--- src/rtl/serial_subtractor.sv ---
// serial_subtractor: bit-serial a - b - bin, LSB first, one full-subtractor cell plus a borrow flop
//   clk   : rising-edge clock
//   rst   : asynchronous active-high reset
//   start : request an operation, sampled only while idle
//   a, b  : minuend / subtrahend, captured on the accepting edge
//   bin   : borrow-in, captured on the accepting edge
//   busy  : operation in progress
//   done  : one-cycle pulse marking a fresh diff/bout
//   diff  : (a - b - bin) mod 2^WIDTH, held until the next completion
//   bout  : borrow-out, 1 when a < b + bin
module serial_subtractor #(
    parameter int WIDTH = 4
) (
    input  logic             clk,
    input  logic             rst,
    input  logic             start,
    input  logic [WIDTH-1:0] a,
    input  logic [WIDTH-1:0] b,
    input  logic             bin,
    output logic             busy,
    output logic             done,
    output logic [WIDTH-1:0] diff,
    output logic             bout
);
    localparam int CW = $clog2(WIDTH);
    typedef enum logic {IDLE, BUSY} state_t;
    state_t           state_q;
    logic [WIDTH-1:0] a_q, b_q, r_q, diff_q;
    logic [CW-1:0]    cnt_q;
    logic             br_q, busy_q, done_q, bout_q;
    logic             d, br_d;
    logic [WIDTH-1:0] r_d;
    assign d    = a_q[0] ^ b_q[0] ^ br_q;
    assign br_d = (~a_q[0] & b_q[0]) | (~(a_q[0] ^ b_q[0]) & br_q);
    // Result fills from the MSB down, so after WIDTH shifts bit 0 lands at index 0.
    assign r_d  = {d, r_q[WIDTH-1:1]};
    assign busy = busy_q;
    assign done = done_q;
    assign diff = diff_q;
    assign bout = bout_q;
    always_ff @(posedge clk or posedge rst) begin
        if (rst) begin
            state_q <= IDLE;
            a_q     <= '0;
            b_q     <= '0;
            r_q     <= '0;
            diff_q  <= '0;
            cnt_q   <= '0;
            br_q    <= 1'b0;
            busy_q  <= 1'b0;
            done_q  <= 1'b0;
            bout_q  <= 1'b0;
        end else begin
            done_q <= 1'b0;
            if (state_q == IDLE) begin
                if (start) begin
                    a_q     <= a;
                    b_q     <= b;
                    br_q    <= bin;
                    cnt_q   <= '0;
                    busy_q  <= 1'b1;
                    state_q <= BUSY;
                end
            end else begin
                a_q  <= a_q >> 1;
                b_q  <= b_q >> 1;
                r_q  <= r_d;
                br_q <= br_d;
                if (cnt_q == CW'(WIDTH - 1)) begin
                    diff_q  <= r_d;
                    bout_q  <= br_d;
                    done_q  <= 1'b1;
                    busy_q  <= 1'b0;
                    state_q <= IDLE;
                end else begin
                    cnt_q <= cnt_q + 1'b1;
                end
            end
        end
    end
endmodule

--- config.mk ---
export PLATFORM = sky130hd
export DESIGN_NAME = serial_subtractor
export DESIGN_NICKNAME = d
export VERILOG_FILES = /design/src/rtl/serial_subtractor.sv
export SDC_FILE = /design/constraint.sdc
export NUM_CORES = 1
export LEC_CHECK = 0
export BUFFER_PORTS_ARGS = -buffer_cell sky130_fd_sc_hd__buf_4
export CAP_MARGIN = 20
export CORE_UTILIZATION = 40
export DETAILED_ROUTE_END_ITERATION = 16
export GPL_TIMING_DRIVEN = 0
export HOLD_SLACK_MARGIN = 0.12
export PLACE_DENSITY = 0.58
export REMOVE_ABC_BUFFERS = 1
export SLEW_MARGIN = 15
export SYNTH_ARGS = -nofsm -noshare
export SYNTH_HDL_FRONTEND = slang
export SYNTH_SLANG_ARGS = --single-unit
--- constraint.sdc ---
create_clock -name clk -period 1.65 [get_ports clk]
set_clock_uncertainty 0.2 [all_clocks]
set_input_delay 0.0825 -clock clk [delete_from_list [all_inputs] [get_ports clk]]
set_output_delay 0.0825 -clock clk [all_outputs]
set_load 0.03 [all_outputs]
==> impl_metrics.ini <==
[setup_path]
crit_cells = 3
critical_path_class = reg2reg
cp_cell_sequence = ha_1 > mux2_1 > a22o_1
worstPathRequired_ps = 1650
path_buf_inv = 0
r2r_slack_ps = 110
r2r-start = cnt_q[0]$_DFFE_PP0P_
slowest_stage = dfrtp_1
cpLargestDelayFamily = flip-flops
r2r_cells = 3
reg2reg_to = cnt_q[1]$_DFFE_PP0P_
cp_slowest_stage_delay_ps = 390
worstSetupStartpointType = flip-flop
worstPathMaxFanout = 5
endpoint_kind = flip-flop
crit_arrival_ps = 1540

[finish]
area_growth_pct = 36.86
post-route-util_pct = 59.55
drive_gt1_share_pct = 27.43
antenna_cells = 0
fin_area_mm2 = 0.001343
final_nets = 129
finalNonFillerCells = 141
fill_cells = 198

[yosys]
ys_types = 21
seq_area_frac_synth_pct = 56.12
synth_cells = 76
synth_xor_area_share_pct = 0.8929
synth_mux_area_share_pct = 21.94
synthSimpleGateAreaFrac_pct = 6.250
ys_warn_count = 0
synth_top_family_by_area = multiplexers
avgSynthCellArea_um2 = 12.91
synth_adder_area_share_pct = 3.316
ys_ff_latch = 22
synth-compound-area-share_pct = 5.867
syn_area_um2 = 980.9

[pwr]
p_leak_nw = 0.6642
peakVddDrop_v = 0.0007987
p_per_area_mw_per_mm2 = 1644
power_mw = 2.208

[sta]
relSlewSlack_pct = 45.03
setup_tns_ps = 0
period_needed_ps = 1540
fmax_ghz = 0.6492
grt_setup_unrepaired = no
maxSlewViolCount = 0
finalSetupViolations = 0
worst_pin_slew_ps = 823.6
post-route-period-util_pct = 93.35
finalHoldViolations = 0

[floorplanning]
pin_count = 19
design.die.area_mm2 = 0.002654
initial_core_util_pct = 43.51
die_y_um = 51.52
core_area_mm2 = 0.002255
core.rowCount = 17
die_w_um = 51.52

[clock_tree]
clk_latency_ps = 300
cts_max_level = 1
clk_pin_slew_ps = 110
cts_sinks = 22
cts_made_buffers = 3
clock_path_buffers = 2
cts_tree = yes
clockRootBuffer = clkbuf_4

[route]
drc = 0
drt-initial-drc-count = 3
wl_per_cell_um = 11.96
vias = 672
dr.pass1.iters = 2
final_antenna_net_count = 0
drt_wl_total_um = 1686
viasPerCell = 4.766

[job]
maxCapViolCount = 0

[placement]
place.gp.congestion = 0.6083
dp_cells = 118
dp_hpwl_um = 999.5
post_dp_cell_area_mm2 = 0.001119
numPortBuffers = 18

[global_routing]
grt_max_degree = 26
antenna_found_initial = 0
grt_use_total_pct = 15.61
grt-ovfl-total = 0
grt_pass1_vias = 696
grt_pass1_wl_um = 3015

[min_path]
min_path_type = in2async

[outcome]
status = complete, no violations
[stage by stage]
stage,setup slack [ps],hold slack [ps]
6_report,109.7,295.3
5_1_grt,35.45,345.8
4_1_cts,102.3,304.7
3_5_place_dp,-96.40,111.9
3_3_place_gp,-83.36,105.0
2_1_floorplan,111.2,-128.3
[cell families (layout without fill, tap and decap cells)]
group | Yosys count | count (layout)
flip-flops | 22 | 22
multiplexers | 19 | 19
AND/OR/NAND/NOR | 12 | 12
AO/OA/AOI/OAI | 10 | 10
buffers and inverters | 10 | 47
adder cells (fa/ha/maj) | 2 | 2
XOR/XNOR | 1 | 1
[metal layers]
layer	track usage [%]	part of all wire, %	wire (um)	vias up
li1	-	-	-	328
met2	27.71	51	857	14
met3	2.632	2.6	43	2
met5	0	0	0	-
met1	18.41	46	768	328
met4	6.757	1.0	17	0
[what timing repair did]
item,CTS,global route
hold endpoints to repair,35,0
endpoints found under the setup margin,4,0
hold buffers,20,0
buffers inserted,0,0
gates resized for setup,1,0
[area by class of cell]
class	instances	area [um2]	area share, %
flip-flops and latches	22	551.8	41.10
multi-input cells	44	375.4	27.96
repair buffers	38	335.3	24.98
well taps	28	35.03	2.610
clock buffers	3	22.52	1.678
inverters	6	22.52	1.678
[power by group]
group / switching, mW / internal [mW] / leakage, nW
registers: 0.198 / 0.780 / 0.271
clock network: 0.152 / 0.0852 / 0.0138
logic: 0.438 / 0.555 / 0.379
total: 0.788 / 1.42 / 0.664
[placed cells by master (no fill, tap or decap)]
cell type      count
nand2_4            1
o21ai_1            5
mux2i_1           11
dfrtp_1           21
a21o_1             1
nor3b_2            1
ha_1               1
clkbuf_4           3
inv_1              6
fa_1               1
dlygate4sd3_1     20
mux2_4             4
buf_4             18
a22o_1             1
mux2_2             3
mux2_1             1
a21oi_1            1
xnor2_1            1
nand2_1            6
dfrtp_2            1
o22ai_1            1
o21ai_0            1
nor2_1             4
[Yosys cell counts]
cell | instances | area share [%]
buf_6 | 2 | 2.3
inv_1 | 6 | 2.3
nand2_1 | 6 | 2.3
buf_2 | 2 | 1.0
ha_1 | 1 | 1.3
o21ai_0 | 1 | 0.51
nand2_4 | 1 | 1.1
a22o_1 | 1 | 0.89
mux2_2 | 3 | 3.4
nor2_1 | 4 | 1.5
o22ai_1 | 1 | 0.64
dfrtp_1 | 22 | 56
fa_1 | 1 | 2.0
xnor2_1 | 1 | 0.89
mux2_4 | 4 | 6.1
a21oi_1 | 1 | 0.51
a21o_1 | 1 | 0.77
mux2_1 | 1 | 1.1
mux2i_1 | 11 | 11
nor3b_2 | 1 | 1.3
o21ai_1 | 5 | 2.6
[flip-flops by register name (all words and copies together), names as in the netlist]
name     cells
diff         4
state_q      1
cnt_q        2
bout         1
r_q          3
br_q         1
b_q          4
done         1
busy         1
a_q          4
[worst max path at each step]
stage                     slack, ps                 start              endpoint
final                           110  cnt_q[0]$_DFFE_PP0P_  cnt_q[1]$_DFFE_PP0P_
after global routing             40                  a[0]    a_q[0]$_DFFE_PP0P_
after CTS                       100  cnt_q[0]$_DFFE_PP0P_  cnt_q[1]$_DFFE_PP0P_
after detailed placement       -100     state_q$_DFF_PP0_   diff[3]$_DFFE_PP0P_
after global placement          -80     state_q$_DFF_PP0_   diff[2]$_DFFE_PP0P_
after floorplan                 110     state_q$_DFF_PP0_   diff[0]$_DFFE_PP0P_
[worst register-to-register path: stages (launching register included)]
cell and delay [ps]:
dfrtp_1 390, ha_1 320, mux2_1 350, a22o_1 180
Note: power is estimated with default switching activity, not from simulation.
